$ cat config.mk
export PLATFORM = sky130hd
export DESIGN_NAME = ahb_resp_mux
export DESIGN_NICKNAME = d
export VERILOG_FILES = /design/src/rtl/ahb_pkg.sv /design/src/rtl/ahb_default_slave.sv /design/src/rtl/ahb_resp_mux.sv
export SDC_FILE = /design/constraint.sdc
export NUM_CORES = 1
export LEC_CHECK = 0
export ABC_CLOCK_PERIOD_IN_PS = 2000
export CORE_MARGIN = 3
export CORE_UTILIZATION = 27
export CTS_CLUSTER_DIAMETER = 100
export CTS_CLUSTER_SIZE = 14
export DETAILED_ROUTE_END_ITERATION = 6
export PLACE_DENSITY = 0.79
export REMOVE_ABC_BUFFERS = 1
export SLEW_MARGIN = 5
export SYNTH_ARGS = -nofsm -noshare
export SYNTH_HDL_FRONTEND = slang
export SYNTH_SLANG_ARGS = --single-unit
export TNS_END_PERCENT = 10
$ cat constraint.sdc
create_clock -name HCLK -period 2 [get_ports HCLK]
set_clock_uncertainty 0.05 [all_clocks]
set_input_delay 0.4 -clock HCLK [delete_from_list [all_inputs] [get_ports HCLK]]
set_output_delay 0.4 -clock HCLK [all_outputs]
set_load 0.05 [all_outputs]
$ cat src/rtl/ahb_pkg.sv
// rtl/ahb_pkg.sv - shared AHB encodings, select-register and default-slave types
package ahb_pkg;

   localparam int NUM_SLAVES_DEF = 4;

   localparam logic [1:0] HTRANS_IDLE   = 2'b00;
   localparam logic [1:0] HTRANS_BUSY   = 2'b01;
   localparam logic [1:0] HTRANS_NONSEQ = 2'b10;
   localparam logic [1:0] HTRANS_SEQ    = 2'b11;

   localparam logic HRESP_OKAY  = 1'b0;
   localparam logic HRESP_ERROR = 1'b1;

   // Data-phase owner: nobody, decoded slave <idx>, or the internal default slave.
   typedef enum logic [1:0] {SEL_NONE, SEL_SLV, SEL_DEFAULT} sel_kind_e;

   typedef struct packed {
      sel_kind_e  kind;
      logic [7:0] idx;
   } sel_t;

   typedef enum logic [1:0] {DS_IDLE, DS_ERR1, DS_ERR2} ds_state_e;

   function automatic logic trans_active(input logic [1:0] t);
      case (t)
         HTRANS_NONSEQ, HTRANS_SEQ: return 1'b1;
         HTRANS_IDLE, HTRANS_BUSY:  return 1'b0;
         default:                   return 1'b0;
      endcase
   endfunction

endpackage

$ cat src/rtl/ahb_default_slave.sv
// rtl/ahb_default_slave.sv - two-cycle ERROR responder for unmapped transfers plus saturating error counter
module ahb_default_slave
   import ahb_pkg::*;
(
   input  logic       clk,
   input  logic       rst,
   input  logic       hready,
   input  logic       start_err,
   output logic       ds_hready,
   output logic       ds_hresp,
   output logic [7:0] errcnt
);

   ds_state_e  state_q, state_d;
   logic [7:0] errcnt_q, errcnt_d;

   always_ff @(posedge clk or posedge rst) begin
      if (rst) begin
         state_q  <= DS_IDLE;
         errcnt_q <= 8'd0;
      end else begin
         state_q  <= state_d;
         errcnt_q <= errcnt_d;
      end
   end

   always_comb begin
      state_d  = state_q;
      errcnt_d = errcnt_q;
      case (state_q)
         DS_ERR1: state_d = DS_ERR2;
         default: begin
            if (start_err)
               state_d = DS_ERR1;
            else if (hready)
               state_d = DS_IDLE;
         end
      endcase
      // ERR1 always lasts exactly one cycle, so entering it is a new error response.
      if (state_d == DS_ERR1 && state_q != DS_ERR1 && errcnt_q != 8'hFF)
         errcnt_d = errcnt_q + 8'd1;
   end

   assign ds_hready = (state_q != DS_ERR1);
   assign ds_hresp  = (state_q != DS_IDLE) ? HRESP_ERROR : HRESP_OKAY;
   assign errcnt    = errcnt_q;

endmodule

$ cat src/rtl/ahb_resp_mux.sv
// rtl/ahb_resp_mux.sv - AHB data-phase select register and slave response multiplexer
module ahb_resp_mux
   import ahb_pkg::*;
#(
   parameter int NUM_SLAVES = NUM_SLAVES_DEF,
   parameter int DATA_W     = 32
) (
   input  logic                         HCLK,
   input  logic                         HRESET,
   input  logic [NUM_SLAVES-1:0]        HSELx,
   input  logic                         HERROR,
   input  logic [1:0]                   HTRANS,
   input  logic [NUM_SLAVES*DATA_W-1:0] HRDATA_S,
   input  logic [NUM_SLAVES-1:0]        HREADYOUT_S,
   input  logic [NUM_SLAVES-1:0]        HRESP_S,
   output logic [DATA_W-1:0]            HRDATA,
   output logic                         HREADY,
   output logic                         HRESP,
   output logic [7:0]                   ERRCNT
);

   sel_t       sel_q, sel_d, sel_addr;
   logic [7:0] hit_idx;
   logic       ds_hready, ds_hresp;

   always_comb begin
      hit_idx = 8'd0;
      for (int i = 0; i < NUM_SLAVES; i++)
         if (HSELx[i]) hit_idx = 8'(i);

      // A decoder error overrides any select lines it may have raised.
      if (!HERROR && $onehot(HSELx))
         sel_addr = '{kind: SEL_SLV, idx: hit_idx};
      else if (trans_active(HTRANS))
         sel_addr = '{kind: SEL_DEFAULT, idx: 8'd0};
      else
         sel_addr = '{kind: SEL_NONE, idx: 8'd0};

      sel_d = HREADY ? sel_addr : sel_q;
   end

   always_ff @(posedge HCLK or posedge HRESET) begin
      if (HRESET)
         sel_q <= '{kind: SEL_NONE, idx: 8'd0};
      else
         sel_q <= sel_d;
   end

   ahb_default_slave u_default_slave (
      .clk       (HCLK),
      .rst       (HRESET),
      .hready    (HREADY),
      .start_err (HREADY && sel_addr.kind == SEL_DEFAULT),
      .ds_hready (ds_hready),
      .ds_hresp  (ds_hresp),
      .errcnt    (ERRCNT)
   );

   always_comb begin
      HRDATA = '0;
      HREADY = 1'b1;
      HRESP  = HRESP_OKAY;
      case (sel_q.kind)
         SEL_SLV: begin
            for (int i = 0; i < NUM_SLAVES; i++) begin
               if (sel_q.idx == 8'(i)) begin
                  HRDATA = HRDATA_S[i*DATA_W +: DATA_W];
                  HREADY = HREADYOUT_S[i];
                  HRESP  = HRESP_S[i];
               end
            end
         end
         SEL_DEFAULT: begin
            HREADY = ds_hready;
            HRESP  = ds_hresp;
         end
         default: ;
      endcase
   end

endmodule

Yosys cells after proc, flatten, opt, wreduce, memory -nomap -nowiden
Index checks and enable logic that the tools add are counted.
{ "totals": {"output_inout_bits": 42, "ram_bits": 0, "latchBits": 0, "elab_cells": 58, "mem_count": 0, "rom_bits": 0, "input_bits": 145, "regBits": 20} }
{ "op_classes": {"eq_ne": 14, "n_shift": 0, "order_cmp": 0, "reduce_logical": 10, "n_addsub": 4, "muxes": 26, "div": 0, "n_bitwise": 0, "mul": 0} }
{ "ops": {"columns": ["operator", "n"], "rows": [
  ["$mux 32", 5],
  ["$mux 10", 2],
  ["$eq 8x2->1 const B", 2],
  ["$mux 8", 2],
  ["$mux 1", 11],
  ["$add 8x1->8 const B", 1],
  ["$eq 2x1->1 const B", 4],
  ["$eq 2x2->1 const B", 4],
  ["$eq 8x1->1 const B", 1],
  ["$logic_not 8->1", 1],
  ["$ne 8x8->1 const B", 1],
  ["$mux 2", 3],
  ["$pmux 1 s2", 3],
  ["$add 1x1->2", 2],
  ["$logic_and 1x1->1", 4],
  ["$reduce_or 2->1", 2],
  ["$add 2x2->3", 1],
  ["$eq 3x1->1 const B", 1],
  ["$logic_not 2->1", 1],
  ["$ne 2x1->1 const B", 1],
  ["$reduce_bool 2->1", 1],
  ["$logic_not 1->1", 1]
]} }

Longest topological paths before layout
Gate-level depths: netlist of the first run.
{ "depth": {"ltp_word": 14, "mapped_depth": 11, "mapped_depth_nobuf": 10} }

By module
A second synthesis of the first run with hierarchy kept.
{ "hier_totals": {"hier_cells": 161, "hier_area_um2": 1901.8} }
{ "by_module_without_submodules": {"columns": ["mod", "area_each_um2", "seq_area_each_um2", "cells_each", "instances"], "rows": [
  ["ahb_resp_mux", 1382.6, 100.1, 114, 1],
  ["ahb_default_slave", 519.2, 250.2, 47, 1]
]} }

Worst setup path before layout of the first run
No wires, ideal clock.
{ "synth_timing": {"path_type": "input port to flip-flop", "start": "in HSELx[0]", "end": "reg u_default_slave.errcnt_q[1], in the netlist u_default_slave.errcnt[1]", "setup_ps": 125, "arrival_ps": 2624, "required_ps": 1825, "setup_slack_ps": -799, "n_path_buf": 1, "path_stages": 10, "path_cell_list": "inv_1 > fa_1 > inv_1 > ha_1 > ha_1 > or4b_4 > o2111a_1 > o21a_1 > buf_6 > mux2_4"} }
{ "synth_via": {"elab_chain_cells": 12} }
{ "synth_rtl": {"columns": ["item", "line_no", "source"], "rows": [
  ["start, declared", "ahb_resp_mux.sv:10", "input logic [NUM_SLAVES-1:0] HSELx,"],
  ["$add 1x1->2 (implied by the code)", "ahb_resp_mux.sv:32", "if (!HERROR && $onehot(HSELx))"],
  ["$add 2x2->3 (implied by the code)", "ahb_resp_mux.sv:32", null],
  ["$eq 3x1->1", "ahb_resp_mux.sv:32", null],
  ["$logic_and 1x1->1", "ahb_resp_mux.sv:32", null],
  ["$mux 10", "ahb_resp_mux.sv:32", null],
  ["$eq 2x2->1", "ahb_resp_mux.sv:53", ".start_err (HREADY && sel_addr.kind == SEL_DEFAULT),"],
  ["$logic_and 1x1->1", "ahb_resp_mux.sv:53", null],
  ["$mux 2", "ahb_default_slave.sv:33", "if (start_err)"],
  ["$mux 2", "ahb_default_slave.sv:30", "case (state_q)"],
  ["$eq 2x1->1", "ahb_default_slave.sv:40", "if (state_d == DS_ERR1 && state_q != DS_ERR1 && errcnt_q != 8'hFF)"],
  ["$logic_and 1x1->1 (2 in series)", "ahb_default_slave.sv:40", null],
  ["end signal, assigned", "ahb_default_slave.sv:23", "errcnt_q <= errcnt_d;"],
  ["end, declared", "ahb_default_slave.sv:15", "logic [7:0] errcnt_q, errcnt_d;"]
]} }
No other way between the ends.
A chain may end at the register's enable or synchronous reset.

Final worst setup path of the first run
{ "layout_timing": {"start": "in HSELx[0]", "end": "reg u_default_slave.errcnt_q[7], in the netlist u_default_slave.errcnt[7]"} }
The elaborated chain is that of the path after synthesis.

==> impl_metrics.csv, run 1 <==
group,metric,value,unit
final_layout,nNetsFinal,498,
final_layout,layout_commonest_cell,"clkdlybuf4s50_1",
sta,setup_tns,-9.82,ns
sta,hold_ws,0.382,ns
detailed_routing,routedWlPerCell,19.9,um
place,gp_congestion,0.900,
global_route,grt_usage,20.9,%
final_layout,final_cell_count_no_fill,424,
power,vdd.ir_drop.worst,1610,uV
status,failed_checks,"setup timing",
detailed_routing,viasPerCell,4.98,
power,p_leak,1.65,nW
floorplanning,dieHeight,87.6,um
sta,rsz0062_at_grt,"yes",
detailed_routing,vias,2112,
global_route,grt_max_degree,19,
setup_path,crit_start,"HSELx[0]",
synth,yosys_warnings,0,
sta,maxSlewHeadroom,65.8,%
sta,min_period,2.51,ns
detailed_routing,route.detailed.drc,0,
global_route,antenna_found_initial,1,
place,dpl_cell_area,4110,um2
synth,yosysTopAreaCellShare,41.4,%
floorplanning,num_rows,29,
setup_path,crit_chain,"buf_8 -> inv_4 -> fa_1 -> inv_1 -> ha_2 -> ha_4 -> or4b_4 -> o2111a_1 -> o21a_1 -> buf_12 -> nand4_1 -> xnor2_1",
setup_path,worstReg2RegStart,"sel_q[0]",
floorplanning,dieArea,7670,um2
floorplanning,core_area,6390,um2
final_layout,layout.area.seq,352,um2
sta,hold_viol,0,
synth,yosys_most_used_dff,"dfrtp_1",
final_layout,drive_gt1_share,35.8,%
setup_path,criticalPathCategory,"in -> reg",
synth,synth_edf_count,0,
clocking,cts.sinks,14,
sta,fmax,398,MHz
setup_path,crit_buf_inv,4,
synth,synth_seq_area_share,19.5,%
floorplanning,ioPinCount,187,
worst_hold_path,hp-class,"in -> reg",
place,port_buffers,185,
final_layout,stdcell_area,4280,um2
detailed_routing,wirelength,8.42,mm
floorplanning,start_util,28.1,%
synth,postSynthAreaPerCell,11.6,um2
clocking,numCtsBuffers,3,
clocking,cts_max_level,1,
final_layout,multi_input_area,1430,um2
setup_path,cp-end-kind,"register",
final_layout,finish.utilization,67.0,%
synth,synth_area_leaders,"mux4_2 41%, dfrtp_1 19%, and2_1 11%",
synth,async_flop_share,100,%
status,status,"complete, but fails checks",
clocking,clkLatencyLatePin,0.24,ns
global_route,grt_pass1_vias,2210,
sta,fin_ws,-0.510,ns
sta,setup_violations,45,
final_layout,layout_common_cells,"140 x clkdlybuf4s50_1, 36 x buf_12, 33 x mux4_2",
sta,max_slew.worst_pin.slew,0.513,ns
setup_path,crit_slowest_cell,"fa_1",
detailed_routing,drt-initial-drc-count,64,
setup_path,path_max_fanout,7,
clocking,cts-root-buf,"clkbuf_8",
synth,synth_area,1800,um2
setup_path,required,2.11,ns
synth,yosys.area.top_type,"mux4_2",
global_route,grt.overflow.total,0,
synth,ys_types,34,
floorplanning,die_width,87.6,um
clocking,cts_tree,"done",
setup_path,cp.arrival,2.62,ns
detailed_routing,ant_nets,0,
final_layout,areaGrowthSynthToFinish,138,%
setup_path,critPathMaxStageDelay,0.52,ns
synth,synth-seq-cells,14,
global_route,grt_first_pass_wirelength,12.2,mm
place,dp.cells,415,
setup_path,cp_top_family,"adder cells",
synth,synthCells,155,
setup_path,worstSetupStartpointType,"primary input",
clocking,clk_pin_slew_worst_paths,0.06,ns
power,p_per_area,868,nW/um2
sta,timing.final.crit_share,126,%
place,dpl.hpwl,7.32,mm
clocking,cts_buffer_depth,2,
detailed_routing,firstDrtPassIters,4,
run,maxCapViolations,0,
sta,slew_viol_final,0,
final_layout,n_fill_cell,479,
worst_hold_path,hold_start,"HSELx[3]",
tightest hold or removal path, stage by stage:
cell     delay [ns]
buf_6          0.07
o21ai_1        0.06
o21ai_1        0.11
registers in the layout, indices dropped and copies added (netlist names):
name and cells:
u_default_slave.state_q 2, u_default_slave.errcnt 8, sel_q 4
synth_stat cells, drive strengths merged, types with 2 or more instances:
library cell,instances
nor2,3
mux4,33
mux2,2
nand4,5
buf,7
ha,5
nand2,10
dfrtp,14
xnor2,6
nand2b,2
o21ai,6
and3,2
mux2i,2
inv,9
clkbuf,5
and2,33
repair_timing:
item	in CTS	in global routing
pin swaps	8	11
gates cloned	0	0
setup buffers	4	0
gates resized for setup	36	9
setup endpoints to repair	47	47
hold buffers	0	0
report_power, final:
part,total (mW),internal [mW],switching [mW]
sequential,0.522,0.391,0.131
clock,0.270,0.174,0.0954
combinational,2.92,1.52,1.40
final cells by class:
cell class,count,share of cell area (%)
Multi-Input combinational cell,120,33.3
Clock buffer,4,1.29
Timing Repair Buffer,199,54.1
Sequential cell,14,8.21
Inverter,9,0.847
Antenna cell,1,0.0584
Tap cell,77,2.25
cell families after synthesis:
group	Yosys count	synth area share [%]
muxes	37	43.9
adders and majority gates	6	4.60
DFF	14	19.5
buffers and inverters	21	5.29
AOI/OAI and AO/OA	12	4.18
xor gates and xnor gates	7	3.41
and+or+nand+nor	58	19.1
worst paths after layout:
check,endpoint,slack (ns),depth (start not counted)
setup reg to reg,sel_q[9],0.09,6
max in group asynchronous,sel_q[0],1.08,2
setup / recovery,u_default_slave.errcnt[7],-0.51,12
min in group asynchronous,u_default_slave.errcnt[0],0.44,2
hold / removal,sel_q[1],0.38,3
hold reg to reg,u_default_slave.state_q[1],0.46,2
stage by stage:
stage / setup WS (ns) / total power, mW
2_1_floorplan: -1.22 / 2.05
3_3_place_gp: -1.24 / 3.30
3_5_place_dp: -1.30 / 3.35
4_1_cts: -0.498 / 3.71
5_1_grt: -0.579 / 3.91
6_report: -0.510 / 3.72
metal layers:
layer,GRT usage [%],vias up,routed length (um)
li1,-,967,-
met1,24.0,1040,3010
met2,39.7,93,4550
met3,3.20,12,645
met4,5.72,0,211
met5,0,-,0
Note: power is estimated with default switching activity, not from simulation.
==> run 2, diff against run 1 <==
--- a/config.mk
+++ b/config.mk
@@ -11,6 +11,7 @@
 export CTS_CLUSTER_DIAMETER = 100
 export CTS_CLUSTER_SIZE = 14
 export DETAILED_ROUTE_END_ITERATION = 6
+export MAX_ROUTING_LAYER = met4
 export PLACE_DENSITY = 0.79
 export REMOVE_ABC_BUFFERS = 1
 export SLEW_MARGIN = 5
==> run 2 against run 1 <==
  * The run still ends with setup timing left
  * Clock power about the same
  * Flip-flop and latch count unchanged
  * Setup slack got worse by 0.0035 ns
  * Count of clock-buffer cells in the layout unchanged
  * Register-to-register slack about the same
  * Maximum frequency decreased by 0.14%
  * Critical path depth unchanged
  * Die area unchanged
  * Final area unchanged
  * Critical path type unchanged
  * Critical endpoint unchanged
  * Largest cell class unchanged
==> impl_metrics.csv, run 2 (synthesis results as in run 1) <==
group,metric,value,unit
global_route,use_met2,39.2,%
global_route,grt_first_pass_wirelength,12.2,mm
final_layout,drive_gt1_share,35.8,%
sta,fmax,398,MHz
final_layout,layout_common_cells,"140 x clkdlybuf4s50_1, 36 x buf_12, 33 x mux4_2",
final_layout,nNetsFinal,498,
place,dpl.hpwl,7.32,mm
global_route,top_usage_layer,"met2",
floorplanning,die_width,87.6,um
detailed_routing,firstDrtPassIters,4,
sta,max_slew.worst_pin.slew,0.512,ns
detailed_routing,vias,2113,
global_route,grt_usage,21.4,%
final_layout,areaGrowthSynthToFinish,138,%
clocking,clkLatencyLatePin,0.24,ns
status,status,"complete, but fails checks",
sta,fin_ws,-0.514,ns
power,p_leak,1.65,nW
sta,setup_violations,45,
global_route,grt.overflow.total,0,
detailed_routing,routedWlPerCell,19.8,um
global_route,antenna_found_initial,1,
global_route,met3_usage,3.10,%
final_layout,stdcell_area,4280,um2
clocking,cts-root-buf,"clkbuf_8",
setup_path,criticalPathCategory,"in -> reg",
place,port_buffers,185,
clocking,cts.sinks,14,
final_layout,n_fill_cell,479,
global_route,met1_usage,24.0,%
status,failed_checks,"setup timing",
sta,slew_viol_final,0,
detailed_routing,viasPerCell,4.98,
detailed_routing,drt-initial-drc-count,61,
floorplanning,dieArea,7670,um2
global_route,grt_max_degree,19,
floorplanning,core_area,6390,um2
final_layout,layout_commonest_cell,"clkdlybuf4s50_1",
clocking,cts_tree,"done",
setup_path,worstSetupStartpointType,"primary input",
detailed_routing,wirelength,8.41,mm
floorplanning,dieHeight,87.6,um
setup_path,required,2.11,ns
clocking,cts_max_level,1,
place,gp_congestion,0.915,
setup_path,cp-end-kind,"register",
detailed_routing,ant_nets,0,
sta,rsz0062_at_grt,"yes",
final_layout,largest_reg_flops,8,
floorplanning,num_rows,29,
sta,hold_viol,0,
place,detailedPlace.worstSlack,-1.30,ns
floorplanning,start_util,28.1,%
global_route,grt_pass1_vias,2218,
sta,maxSlewHeadroom,65.9,%
power,vdd.ir_drop.worst,1600,uV
clocking,hold_buffers,0,
setup_path,cp.arrival,2.63,ns
run,maxCapViolations,0,
clocking,numCtsBuffers,3,
setup_path,path_max_fanout,7,
power,p_per_area,868,nW/um2
sta,timing.final.crit_share,126,%
power,total_power,3.72,mW
sta,setup_tns,-9.87,ns
worst_hold_path,hp-class,"in -> reg",
detailed_routing,route.detailed.drc,0,
sta,hold_ws,0.382,ns
floorplanning,ioPinCount,187,
clocking,clk_pin_slew_worst_paths,0.06,ns
place,dpl_cell_area,4110,um2
sta,min_period,2.51,ns
clocking,cts_buffer_depth,2,
run 2: cell counts in the layout (fill, tap and decap cells not counted):
No cell type changed its count.
run 2: area by class of cell:
class / count / area [um2] / area share, %
Antenna cell: 1 / 2.50 / 0.0584
Clock buffer: 4 / 55.1 / 1.29
Timing Repair Buffer: 199 / 2310 / 54.1
Sequential cell: 14 / 352 / 8.21
Tap cell: 77 / 96.3 / 2.25
Multi-Input combinational cell: 120 / 1430 / 33.3
Inverter: 9 / 36.3 / 0.847
run 2: final timing paths:
| path | from | endpoint | slack [ns] | depth (start not counted) |
|---|---|---|---|---|
| setup reg to reg | sel_q[0] | sel_q[9] | 0.09 | 6 |
| hold reg to reg | u_default_slave.state_q[1] | u_default_slave.state_q[1] | 0.46 | 2 |
| hold / removal | HSELx[3] | sel_q[1] | 0.38 | 3 |
| setup / recovery | HSELx[0] | u_default_slave.errcnt[7] | -0.51 | 12 |
| max in group asynchronous | HRESET | sel_q[0] | 1.08 | 2 |
| min in group asynchronous | HRESET | u_default_slave.errcnt[0] | 0.44 | 2 |
run 2: stage by stage:
| stage | utilization, % | std cells |
|---|---|---|
| floorplan | - | 143 |
| global placement | 64.3 | 415 |
| detailed placement | 64.3 | 415 |
| CTS | 66.6 | 423 |
| global route | 67.0 | 424 |
| finish | 67.0 | 424 |
run 2: timing repair:
item                                    in CTS  in global routing
gates cloned                                 0                  0
endpoints found under the setup margin      47                 47
setup buffers                                4                  0
resized for setup                           36                  9
pin swaps                                    8                 11
run 2: worst max-delay path, stage by stage:
cell and delay [ns]:
buf_8 0.07, inv_4 0.03, fa_1 0.52, inv_1 0.04, ha_2 0.17, ha_4 0.21, or4b_4 0.49, o2111a_1 0.16
o21a_1 0.16, buf_12 0.15, nand4_1 0.10, xnor2_1 0.12
run 2: report_power, final:
group	leakage (nW)	total (mW)	switching, mW	internal, mW
clock network	0.0288	0.269	0.0951	0.174
registers	0.178	0.522	0.131	0.391
logic	1.44	2.93	1.40	1.52
run 2: layer usage:
layer,share of wire [%],up-vias
met3,7.7,14
met4,2.8,0
met2,54,95
met5,0,-
li1,-,968
met1,36,1036
==> run 3, diff against run 2 <==
--- a/config.mk
+++ b/config.mk
@@ -12,10 +12,11 @@
 export CTS_CLUSTER_SIZE = 14
 export DETAILED_ROUTE_END_ITERATION = 6
 export MAX_ROUTING_LAYER = met4
-export PLACE_DENSITY = 0.79
+export PLACE_DENSITY = 0.76
 export REMOVE_ABC_BUFFERS = 1
 export SLEW_MARGIN = 5
 export SYNTH_ARGS = -nofsm -noshare
 export SYNTH_HDL_FRONTEND = slang
+export SYNTH_HIERARCHICAL = 1
 export SYNTH_SLANG_ARGS = --single-unit
 export TNS_END_PERCENT = 10
==> run 3 against run 2 <==
  * The flow still finishes with violations (setup timing)
  * Final cell count increased by 8.7%
  * Routed wire length increased by 9.8%
  * Non-clock buffer count is 16 higher
  * Sequential power hardly changed
  * Register-to-register slack worse by 0.10 ns
  * Clock power grew 6%
  * Utilization up 3.2 points
  * Maximum frequency grew 4.2%
  * Largest cell class unchanged
==> impl_metrics.csv, run 3 <==
group,metric,value,unit
worst_hold_path,hp-class,"in -> async",
sta,setup_tns,-10.04,ns
clocking,clk_pin_slew_worst_paths,0.07,ns
synth,synth.top_cells.by_count,"33 x mux4_2, 32 x and2_1, 14 x dfrtp_1",
setup_path,rr_endpoint,"u_default_slave/errcnt[5]",
detailed_routing,drt-initial-drc-count,38,
global_route,grt_first_pass_wirelength,14.3,mm
final_layout,finish.utilization,70.2,%
final_layout,largest_reg_flops,8,
place,dpl.hpwl,7.72,mm
synth,yosysTopAreaCellShare,39.1,%
synth,synth_seq_area_share,18.4,%
global_route,grt_usage,23.2,%
sta,fin_ws,-0.412,ns
sta,timing.final.crit_share,121,%
synth,synthCells,161,
synth,synth_area,1900,um2
power,total_power,4.25,mW
sta,min_period,2.41,ns
sta,rsz0062_at_grt,"yes",
synth,synth_area_leaders,"mux4_2 39%, dfrtp_1 18%, and2_1 11%",
setup_path,required,2.08,ns
sta,fmax,415,MHz
sta,setup_violations,48,
setup_path,worstRegToRegCells,11,
clocking,numCtsBuffers,3,
floorplanning,start_util,29.0,%
synth,postSynthAreaPerCell,11.8,um2
detailed_routing,route.detailed.drc,0,
clocking,cts_buffer_depth,2,
place,dpl_cell_area,4290,um2
run,maxCapViolations,0,
clocking,cts.sinks,14,
power,p_per_area,922,nW/um2
setup_path,cp.arrival,2.50,ns
setup_path,critPathMaxStageDelay,0.54,ns
clocking,hold_buffers,0,
clocking,cts_tree,"done",
synth,yosys.area.top_type,"mux4_2",
clocking,cts-root-buf,"clkbuf_8",
synth,yosys_most_used_dff,"dfrtp_1",
place,port_buffers,185,
detailed_routing,viasPerCell,4.75,
sta,slew_viol_final,0,
synth,synth_edf_count,0,
floorplanning,ioPinCount,187,
final_layout,layout_common_cells,"141 x clkdlybuf4s50_1, 37 x buf_12, 33 x mux4_2",
status,status,"complete, but fails checks",
global_route,antenna_found_initial,0,
setup_path,timing.reg2reg.setup_slack,-0.01,ns
floorplanning,dieArea,8090,um2
floorplanning,dieHeight,89.9,um
power,p_leak,1.81,nW
detailed_routing,wirelength,9.23,mm
final_layout,drive_gt1_share,44.8,%
synth,yosys_warnings,6,
detailed_routing,vias,2192,
synth,synth_most_common_cell,"mux4_2",
floorplanning,die_width,89.9,um
final_layout,nNetsFinal,520,
global_route,grt.overflow.total,0,
setup_path,cp_top_family,"adder cells",
setup_path,crit_chain,"buf_6 -> inv_2 -> fa_1 -> inv_2 -> ha_4 -> ha_4 -> nor4b_4 -> nand2b_4 -> nor2_4 -> nand2_1 -> a21o_1 -> mux2_4",
clocking,cts_max_level,1,
final_layout,stdcell_area,4610,um2
setup_path,cp-end-kind,"register",
sta,hold_ws,0.353,ns
detailed_routing,firstDrtPassIters,4,
sta,maxSlewHeadroom,67.1,%
setup_path,worstReg2RegStart,"sel_q[9]",
sta,max_slew.worst_pin.slew,0.492,ns
floorplanning,core_area,6570,um2
setup_path,crit_slowest_cell,"fa_1",
detailed_routing,routedWlPerCell,20.0,um
synth,synth-seq-cells,14,
global_route,grt_pass1_vias,2507,
setup_path,crit_buf_inv,3,
global_route,grt_max_degree,34,
final_layout,diodes,0,
setup_path,path_max_fanout,4,
setup_path,criticalPathCategory,"in -> reg",
power,vdd.ir_drop.worst,841,uV
sta,hold_viol,0,
setup_path,worstSetupStartpointType,"primary input",
final_layout,layout_commonest_cell,"clkdlybuf4s50_1",
synth,ys_types,34,
place,gp_congestion,0.877,
final_layout,areaGrowthSynthToFinish,142,%
status,failed_checks,"setup timing",
detailed_routing,ant_nets,0,
synth,async_flop_share,100,%
clocking,clkLatencyLatePin,0.25,ns
floorplanning,num_rows,29,
==> run 3: logic make-up after synthesis <==
group                    synth area share [%]
buffers and inverters                    7.10
multiplexers                             45.2
AND/OR/NAND/NOR                          18.6
AO/OA/AOI/OAI                            4.54
flip-flops                               18.4
adder cells (fa/ha/maj)                  4.34
XOR/XNOR                                 1.84
==> run 3: worst max path at each step <==
stage | depth (start not counted) | startpoint | endpoint
2_1_floorplan | 7 | sel_q[0] | u_default_slave/errcnt[7]
3_3_place_gp | 12 | HSELx[0] | u_default_slave/errcnt[7]
3_5_place_dp | 12 | HSELx[0] | u_default_slave/errcnt[1]
4_1_cts | 12 | HSELx[3] | u_default_slave/errcnt[1]
5_1_grt | 12 | HSELx[0] | u_default_slave/errcnt[1]
6_report | 12 | HSELx[0] | u_default_slave/errcnt[1]
==> run 3: repair_timing <==
action,in CTS,in global routing
endpoints found under the setup margin,48,48
pin swaps,37,6
resized for setup,61,13
setup buffers,7,2
==> run 3: per-stage QoR <==
step / setup slack, ns / std cells
finish: -0.412 / 461
global route: -0.483 / 461
CTS: -0.367 / 459
detailed placement: -1.27 / 449
global placement: -1.24 / 449
floorplan: -1.15 / 149
==> run 3: area by class of cell <==
type | instances | area (um2)
fill | 453 | 1960
multi-input combinational | 123 | 1570
clock buffer | 4 | 55.1
timing repair buffer | 215 | 2470
sequential | 14 | 352
inverter | 12 | 47.5
tap | 93 | 116
==> run 3: where the power goes <==
group | leakage [nW] | switching [mW] | internal (mW)
Combinational | 1.60 | 1.59 | 1.85
Clock | 0.0288 | 0.110 | 0.174
Sequential | 0.179 | 0.132 | 0.388
Total | 1.81 | 1.84 | 2.42
==> run 3: metal layers <==
metal	track usage (%)	vias up	routed length [um]
li1	-	1016	-
met5	-	-	0
met1	24.2	1060	3210
met3	6.01	12	739
met2	43.5	104	5090
met4	5.61	0	195
